### src/rtl/sample_sched_10hz_if.sv
// Sensor-mux handshake bundle: four-phase REQ/ACK plus the requested channel.
// The scheduler drives REQ/CH (master); the sensor mux answers with ACK (slave).
interface sample_sched_10hz_if #(
  parameter int NUM_CH = 4
);
  localparam int CH_W = (NUM_CH > 2) ? $clog2(NUM_CH) : 1;

  logic            sample_req;
  logic [CH_W-1:0] sample_ch;
  logic            sample_ack;

  modport master (
    output sample_req,
    output sample_ch,
    input  sample_ack
  );

  modport slave (
    input  sample_req,
    input  sample_ch,
    output sample_ack
  );
endinterface

### src/rtl/sample_sched_10hz.sv
// 10 Hz frame scheduler: each rising edge of the divided clock (treated as data)
// polls every sensor channel once over a four-phase handshake with a per-channel timeout.
module sample_sched_10hz #(
  parameter int NUM_CH      = 4,
  parameter int TIMEOUT_CYC = 1000,
  parameter int FRAME_W     = 16
) (
  input  logic                     clk_1mhz_in,
  input  logic                     nsysreset,
  input  logic                     clk_10hz_in,
  input  logic                     err_clr,
  sample_sched_10hz_if.master      sensor,
  output logic                     frame_start,
  output logic                     frame_done,
  output logic [FRAME_W-1:0]       frame_cnt,
  output logic [NUM_CH-1:0]        timeout_mask,
  output logic                     overrun,
  output logic                     busy
);

  localparam int CH_W = (NUM_CH > 2) ? $clog2(NUM_CH) : 1;
  localparam int TW   = $clog2(TIMEOUT_CYC + 1);

  localparam logic [TW-1:0]      TIMER_LAST = TW'(TIMEOUT_CYC - 1);
  localparam logic [TW-1:0]      TIMER_INC  = TW'(1);
  localparam logic [TW-1:0]      TIMER_ZERO = TW'(0);
  localparam logic [CH_W-1:0]    CH_LAST    = CH_W'(NUM_CH - 1);
  localparam logic [CH_W-1:0]    CH_INC     = CH_W'(1);
  localparam logic [CH_W-1:0]    CH_ZERO    = CH_W'(0);
  localparam logic [FRAME_W-1:0] CNT_INC    = FRAME_W'(1);
  localparam logic [FRAME_W-1:0] CNT_ZERO   = FRAME_W'(0);
  localparam logic [NUM_CH-1:0]  MASK_ZERO  = {NUM_CH{1'b0}};

  typedef enum logic [2:0] {
    S_IDLE    = 3'd0,
    S_REQ     = 3'd1,
    S_ACK_LOW = 3'd2,
    S_NEXT    = 3'd3,
    S_DONE    = 3'd4
  } state_t;

  state_t              state_r;
  state_t              state_nxt_s;
  logic [CH_W-1:0]     ch_r;
  logic [CH_W-1:0]     ch_nxt_s;
  logic [TW-1:0]       timer_r;
  logic [TW-1:0]       timer_nxt_s;
  logic [NUM_CH-1:0]   mask_r;
  logic [NUM_CH-1:0]   mask_nxt_s;
  logic                s1_r;
  logic                s2_r;
  logic                s3_r;
  logic                tick_s;
  logic                frame_start_r;
  logic                frame_done_r;
  logic [FRAME_W-1:0]  frame_cnt_r;
  logic [NUM_CH-1:0]   timeout_mask_r;
  logic                overrun_r;

  // Bits from_ch..NUM_CH-1 set: every channel not yet answered when ACK sticks high.
  function automatic logic [NUM_CH-1:0] tail_mask(input logic [CH_W-1:0] from_ch);
    logic [NUM_CH-1:0] m;
    m = {NUM_CH{1'b0}};
    for (int i = 0; i < NUM_CH; i++) begin
      m[i] = (i >= int'(from_ch));
    end
    return m;
  endfunction

  // Synchronize the divided clock and keep one history flop for edge detection.
  always_ff @(posedge clk_1mhz_in) begin
    if (!nsysreset) begin
      s1_r <= 1'b1;
      s2_r <= 1'b1;
      s3_r <= 1'b1;
    end else begin
      s1_r <= clk_10hz_in;
      s2_r <= s1_r;
      s3_r <= s2_r;
    end
  end

  // Preset-to-one history means a level already high at reset release is not an edge.
  assign tick_s = s2_r & ~s3_r;

  // FSM state, channel index, handshake timer and working timeout mask.
  always_ff @(posedge clk_1mhz_in) begin
    if (!nsysreset) begin
      state_r <= S_IDLE;
      ch_r    <= CH_ZERO;
      timer_r <= TIMER_ZERO;
      mask_r  <= MASK_ZERO;
    end else begin
      state_r <= state_nxt_s;
      ch_r    <= ch_nxt_s;
      timer_r <= timer_nxt_s;
      mask_r  <= mask_nxt_s;
    end
  end

  // Next-state and datapath decode for the per-channel handshake walk.
  always_comb begin
    state_nxt_s = state_r;
    ch_nxt_s    = ch_r;
    timer_nxt_s = timer_r;
    mask_nxt_s  = mask_r;
    case (state_r)
      S_IDLE: begin
        if (tick_s) begin
          ch_nxt_s    = CH_ZERO;
          timer_nxt_s = TIMER_ZERO;
          mask_nxt_s  = MASK_ZERO;
          state_nxt_s = S_REQ;
        end else begin
          state_nxt_s = S_IDLE;
        end
      end
      S_REQ: begin
        // The timer spans REQ and ACK_LOW together, so it keeps counting on ACK.
        if (sensor.sample_ack) begin
          timer_nxt_s = timer_r + TIMER_INC;
          state_nxt_s = S_ACK_LOW;
        end else if (timer_r == TIMER_LAST) begin
          mask_nxt_s  = mask_r | (MASK_ZERO | (1 << ch_r));
          state_nxt_s = S_NEXT;
        end else begin
          timer_nxt_s = timer_r + TIMER_INC;
        end
      end
      S_ACK_LOW: begin
        if (!sensor.sample_ack) begin
          state_nxt_s = S_NEXT;
        end else if (timer_r == TIMER_LAST) begin
          mask_nxt_s  = mask_r | tail_mask(ch_r);
          state_nxt_s = S_DONE;
        end else begin
          timer_nxt_s = timer_r + TIMER_INC;
        end
      end
      S_NEXT: begin
        timer_nxt_s = TIMER_ZERO;
        if (ch_r == CH_LAST) begin
          state_nxt_s = S_DONE;
        end else begin
          ch_nxt_s    = ch_r + CH_INC;
          state_nxt_s = S_REQ;
        end
      end
      S_DONE: begin
        state_nxt_s = S_IDLE;
      end
      default: begin
        state_nxt_s = S_IDLE;
      end
    endcase
  end

  // Registered frame pulses, published mask, frame counter and sticky overrun.
  always_ff @(posedge clk_1mhz_in) begin
    if (!nsysreset) begin
      frame_start_r  <= 1'b0;
      frame_done_r   <= 1'b0;
      frame_cnt_r    <= CNT_ZERO;
      timeout_mask_r <= MASK_ZERO;
      overrun_r      <= 1'b0;
    end else begin
      frame_start_r <= (state_r == S_IDLE) && tick_s;
      frame_done_r  <= (state_nxt_s == S_DONE);
      if (state_r == S_DONE) begin
        frame_cnt_r    <= frame_cnt_r + CNT_INC;
        timeout_mask_r <= mask_r;
      end else begin
        frame_cnt_r    <= frame_cnt_r;
        timeout_mask_r <= timeout_mask_r;
      end
      // A tick outside IDLE is dropped but remembered; it beats a same-cycle clear.
      if (tick_s && (state_r != S_IDLE)) begin
        overrun_r <= 1'b1;
      end else if (err_clr) begin
        overrun_r <= 1'b0;
      end else begin
        overrun_r <= overrun_r;
      end
    end
  end

  assign sensor.sample_req = (state_r == S_REQ);
  assign sensor.sample_ch  = ch_r;
  assign busy              = (state_r != S_IDLE);
  assign frame_start       = frame_start_r;
  assign frame_done        = frame_done_r;
  assign frame_cnt         = frame_cnt_r;
  assign timeout_mask      = timeout_mask_r;
  assign overrun           = overrun_r;

endmodule

### src/flat_wrapper.sv
// flat-port wrapper written by rule: the top's interface ports become plain ports
module sample_sched_10hz_flat 
#(
  parameter int NUM_CH      = 4,
  parameter int TIMEOUT_CYC = 1000,
  parameter int FRAME_W     = 16
)
  (clk_1mhz_in, nsysreset, clk_10hz_in, err_clr, frame_start, frame_done, frame_cnt, timeout_mask, overrun, busy, sensor_sample_req, sensor_sample_ch, sensor_sample_ack);
  sample_sched_10hz_if #(.NUM_CH(NUM_CH)) sensor_i ();
  input  logic clk_1mhz_in;
  input  logic nsysreset;
  input  logic clk_10hz_in;
  input  logic err_clr;
  output logic frame_start;
  output logic frame_done;
  output logic [FRAME_W-1:0] frame_cnt;
  output logic [NUM_CH-1:0] timeout_mask;
  output logic overrun;
  output logic busy;
  output wire logic [$bits(sensor_i.sample_req)-1:0] sensor_sample_req;
  output wire logic [$bits(sensor_i.sample_ch)-1:0] sensor_sample_ch;
  input wire logic [$bits(sensor_i.sample_ack)-1:0] sensor_sample_ack;
  assign sensor_sample_req = sensor_i.sample_req;
  assign sensor_sample_ch = sensor_i.sample_ch;
  assign sensor_i.sample_ack = sensor_sample_ack;
  sample_sched_10hz #(.NUM_CH(NUM_CH), .TIMEOUT_CYC(TIMEOUT_CYC), .FRAME_W(FRAME_W)) u_core (.clk_1mhz_in(clk_1mhz_in), .nsysreset(nsysreset), .clk_10hz_in(clk_10hz_in), .err_clr(err_clr), .sensor(sensor_i), .frame_start(frame_start), .frame_done(frame_done), .frame_cnt(frame_cnt), .timeout_mask(timeout_mask), .overrun(overrun), .busy(busy));
endmodule
### config.mk
export PLATFORM = sky130hd
export DESIGN_NAME = sample_sched_10hz_flat
export DESIGN_NICKNAME = d
export VERILOG_FILES = /design/src/rtl/sample_sched_10hz_if.sv /design/src/rtl/sample_sched_10hz.sv /design/src/flat_wrapper.sv
export SDC_FILE = /design/constraint.sdc
export NUM_CORES = 1
export LEC_CHECK = 0
export ABC_AREA = 1
export CORE_AREA = 8 8 110 72
export DETAILED_ROUTE_END_ITERATION = 10
export DIE_AREA = 0 0 118 80
export DONT_BUFFER_PORTS = 1
export HOLD_SLACK_MARGIN = 0.12
export PLACE_DENSITY = 0.5
export REMOVE_ABC_BUFFERS = 1
export SYNTH_ARGS = -nofsm -noshare
export SYNTH_HDL_FRONTEND = slang
export SYNTH_SLANG_ARGS = --single-unit
export TNS_END_PERCENT = 20
### constraint.sdc
create_clock -name clk_1mhz_in -period 1.88 [get_ports clk_1mhz_in]
set_input_delay 0.376 -clock clk_1mhz_in [delete_from_list [all_inputs] [get_ports clk_1mhz_in]]
set_output_delay 0.376 -clock clk_1mhz_in [all_outputs]
set_load 0.01 [all_outputs]
After elaboration in Yosys (flattened, before gate mapping)
Cells that the tools add are included.
- $add $sub $neg: 3
- order comparisons: 3
- equal/unequal tests: 13
- shift-type cells: 1
- muxes and demuxes: 23
- bitwise gates (word level): 4
- reductions and logical operators: 11
- operator list (cell ; number):
    $mux W10 ; 4
    $pmux W10 S4 ; 1
    $mux W4 ; 5
    $add A16 B1 Y16 const B ; 1
    $mux W3 ; 5
    $pmux W3 S4 ; 1
    $pmux W4 S3 ; 1
    $add A10 B1 Y10 const B ; 1
    $eq A10 B10 Y1 const B ; 1
    $or A4 B4 Y4 ; 2
    $eq A3 B2 Y1 const B ; 2
    $eq A3 B3 Y1 const B ; 2
    $ne A2 B1 Y1 const B ; 3
    $ne A2 B2 Y1 const B ; 3
    $reduce_and A3 Y1 ; 2
    $reduce_and A6 Y1 ; 1
    $reduce_bool A3 Y1 ; 2
    $ge A1 B2 Y1 const A ; 2
    $mux W2 ; 2
    $pmux W2 S2 ; 1
    $reduce_bool A2 Y1 ; 2
    $reduce_bool A4 Y1 ; 1
    $shl A1 B2 Y4 const A ; 1
    $eq A3 B1 Y1 const B ; 1
    8 further kinds ; 11
- register bits after elaboration: 45
- bits of input ports: 5

Longest topological paths before layout
- word-level depth: 5
- depth in mapped cells: 11

Worst setup path after synthesis
Ideal clock, no wire load.
- path type: register to register
- from: register u_core.timer_r[0]
- to: register u_core.timer_r[7]
- library setup time: 109 ps
- data arrival time: 1348 ps
- data required time: 1771 ps
- setup slack: 423 ps
- stages on the path, launching flop included: 11
- buffers on the path: 0
- clock period less this slack: 1457 ps
- cells stage by stage: dfxtp_1 ha_1 nand2_1 inv_1 nand2_1 nor2_1 nand3_1 nand3_1 nand2_1 nand2_1 inv_1
- longest elaborated chain between the ends: 4
- elaborated cells between the ends (all ways): 6
- classes of those cells: add/sub (1); eq/ne (1); mux (4)
- RTL lines (what ; RTL line ; source):
    start: declaration ; sample_sched_10hz.sv:46 ; logic [TW-1:0] timer_r;
    start signal: assignment ; sample_sched_10hz.sv:96 ; timer_r <= timer_nxt_s;
    $add A10 B1 Y10 / $eq A10 B10 Y1 (equally long branches) ; -- ;
    $mux W10 ; sample_sched_10hz.sv:123, sample_sched_10hz.sv:133 ;
    $mux W10, on equally long branches ; sample_sched_10hz.sv:131, sample_sched_10hz.sv:120 ;
    $pmux W10 S4 * ; sample_sched_10hz.sv:107 ; case (state_r)
Every way passes the cells marked *; elsewhere a longest branch is shown, timed or not. The select of a mux whose other input is x is not followed.
A chain may end at the register's enable or synchronous reset.

Worst setup path after layout
Ends and elaborated chain as after synthesis.

==> flow_metrics.py <==
metrics = {
    "sta": {
        "skew_ns": 0.0124,
        "tns_ns": 0,
        "slew_violations": 0,
        "finalCriticalPeriod_ns": 1.67,
        "setup_violations": 0,
        "finalCritPeriodShare": 0.888,
        "slew_headroom": 0.628,
        "fmax_mhz": 599,
        "hold_viol": 0,
        "worst_slew_pin_slew_ns": 0.557,
        "rsz0062_at_grt": "false",
    },
    "worst_setup_path": {
        "critPathLaunch": "u_core.timer_r[0]$_SDFFE_PN0P_",
        "slowest_delay_ns": 0.39,
        "r2r_cells": 10,
        "critPathKind": "reg -> reg",
        "rrSetupSlack_ns": 0.21,
        "required_ns": 2.08,
        "endpoint_kind": "flop",
        "r2r-end": "u_core.timer_r[7]$_SDFFE_PN0P_",
        "worstSetupStartpointType": "flop",
        "cp-endpoint": "u_core.timer_r[7]$_SDFFE_PN0P_",
        "cp_cell_sequence": "ha_1 -> nand2_1 -> inv_1 -> nand2_1 -> nor2_1 -> nand3_2 -> nand3_1 -> nand2_1 -> nand2_1 -> inv_1",
        "critPathMostFrequentCell": "nand2_1",
        "r2r_start": "u_core.timer_r[0]$_SDFFE_PN0P_",
        "cp.arrival_ns": 1.87,
        "critPathSlowestCell": "dfxtp_1",
        "cp_max_fo": 6,
    },
    "place": {
        "port_buffers": 0,
        "place_hpwl_mm": 4.84,
        "gp_congestion": 0.895,
    },
    "job": {
        "max-cap-violations": 0,
    },
    "logic_synthesis": {
        "synth_seq_cells": 45,
        "synth_top_area_share": 0.374,
        "syn_area_sq_um": 2410,
        "ys_async_sr_fraction": 0,
        "synth_mux_area_frac": 0,
        "syn_avg_cell_area_sq_um": 6.56,
        "seq_area_frac_synth": 0.374,
        "synth-warning-count": 0,
        "syn_inst": 367,
        "yosys.area_share.simple": 0.330,
        "synth_top_cell_by_area": "dfxtp_1",
        "synth_top_family_by_area": "simple AND/OR/NAND/NOR gates",
        "ys.flop_type": "dfxtp_1",
        "synth-xor-area-share": 0,
        "synthTopCellsByArea": "dfxtp_1, nand2_1, inv_1",
        "synth-edff-count": 0,
        "synthAdderAreaFrac": 0.0364,
        "synth.most_common_cell": "nand2_1",
        "yosysUniqueCellTypes": 27,
        "yosys-top-cells-count": "nand2_1, inv_1, dfxtp_1",
        "synth_compound_gate_area_share": 0.152,
    },
    "clock_tree": {
        "clock_tree.root_cell": "clkbuf_8",
        "path_clk_slew_ns": 0.09,
        "clk_latency_ns": 0.29,
        "clkSinkCount": 45,
        "clockBufferDepth": 2,
        "cts_buffers": 5,
        "cts_tree": "yes",
        "htreeDepth": 2,
    },
    "cells_and_area": {
        "layout-drive-gt1-share": 0.0755,
        "area_growth_pct": 8.58,
        "antenna_cells": 0,
        "nets": 383,
    },
    "status": {
        "status": "complete, no violations",
    },
    "floorplan": {
        "pin_count": 32,
        "die_x_um": 118,
        "coreArea_sq_um": 6360,
        "fp.dieArea_sq_um": 9440,
        "start_util": 0.379,
        "rows": 23,
        "die_h_um": 80,
    },
    "global_routing": {
        "grt_max_degree": 28,
        "grt.overflow.total": 0,
        "groute.usage.overall": 0.135,
        "antenna_found_initial": 0,
        "grt_pass1_wl_mm": 10.4,
        "grt_pass1_vias": 1965,
    },
    "power_and_ir_drop": {
        "power_density_nw_per_um2": 692,
        "power.total_w": 0.00181,
        "p_leak_nw": 1.10,
        "peakVddDrop_v": 0.000400,
    },
    "worst_hold_path": {
        "hold_class": "in -> reg",
        "whs_path_depth": 1,
    },
    "drt": {
        "drcViolationCount": 0,
        "vias": 2201,
        "drtIter0Drc": 225,
        "avgViaCountPerCell": 4.81,
        "drt.antenna.violating_nets": 0,
        "routedWlPerCell_um": 13.9,
        "dr.pass1.iters": 4,
        "wl_mm": 6.37,
    },
}
kinds of logic (layout without fill, tap and decap cells):
family | Yosys count | after routing
flip-flops | 45 | 45
AND/OR/NAND/NOR | 179 | 179
adder cells (fa/ha/maj) | 7 | 7
AO/OA/AOI/OAI | 70 | 70
buffers and inverters | 66 | 70
per-layer routing:
layer	routed length [um]	share of wire	vias to the layer above	GRT usage
li1	-	-	1176	-
met1	3650	0.57	960	0.203
met2	2180	0.34	63	0.170
met3	512	0.080	2	0.0551
met4	26	0.0041	0	0.0267
met5	0	0	-	0
worst max-delay path, delay by kind of cell, from the launching register on:
kind	cells	cell delay (ns)
buffers and inverters	2	0.19
DFF	1	0.39
and+or+nand+nor	7	0.81
adders and majority gates	1	0.18
through the flow:
step	util	setup WS, ns	cells	hold slack [ns]	instance area (sq um)
6_report	0.411	0.210	458	0.193	2610
5_1_grt	0.411	0.0385	458	0.181	2610
4_1_cts	0.410	0.163	458	0.180	2610
3_5_place_dp	0.394	0.182	451	0.400	2500
3_3_place_gp	0.394	0.202	451	0.394	2500
2_1_floorplan	-	0.423	361	0.393	2370
report_power, final:
part / internal (W) / total, W / switching (W)
registers: 0.000967 / 0.000982 / 0.0000142
clock network: 0.000387 / 0.000715 / 0.000328
logic: 0.0000367 / 0.000112 / 0.0000752
what timing repair did:
action / in CTS / in global routing
resized for setup: 0 / 1
buffers inserted: 0 / 0
hold buffers: 0 / 0
setup endpoints to repair: 0 / 2
how the worst min path moves through the flow:
stage / endpoint / start
after global routing: u_core.frame_cnt[5]$_SDFFE_PN0N_ / nsysreset
after floorplan: u_core.s2_r$_SDFF_PN1_ / u_core.s1_r$_SDFF_PN1_
after global placement: u_core.s2_r$_SDFF_PN1_ / u_core.s1_r$_SDFF_PN1_
after detailed placement: u_core.s2_r$_SDFF_PN1_ / u_core.s1_r$_SDFF_PN1_
final: u_core.s1_r$_SDFF_PN1_ / clk_10hz_in
after CTS: u_core.s1_r$_SDFF_PN1_ / clk_10hz_in
state kept, by name (all words and copies together), names as in the netlist, 2 cells and up:
signal                   cells
u_core.frame_cnt            16
u_core.mask_r                4
u_core.sensor.sample_ch      2
u_core.state_r               3
u_core.timeout_mask          4
u_core.timer_r              10
final cells by class:
cell class	count	area, sq um
Clock buffer	5	68.8
Timing Repair Buffer	3	22.5
Clock inverter	2	35.0
Inverter	60	225
Fill cell	697	3750
Tap cell	87	109
Multi-Input combinational cell	256	1250
Sequential cell	45	901
cells in the final DEF, fill, tap and decap left out, drive strengths merged, types with 3 or more instances in the layout:
master / n
a21oi: 37
buf: 3
clkbuf: 5
dfxtp: 45
ha: 7
inv: 60
nand2: 89
nand3: 30
nand4: 8
nor2: 44
nor3: 3
o21ai: 26
or2: 4
No activity file was read; power rests on OpenSTA's default activity.
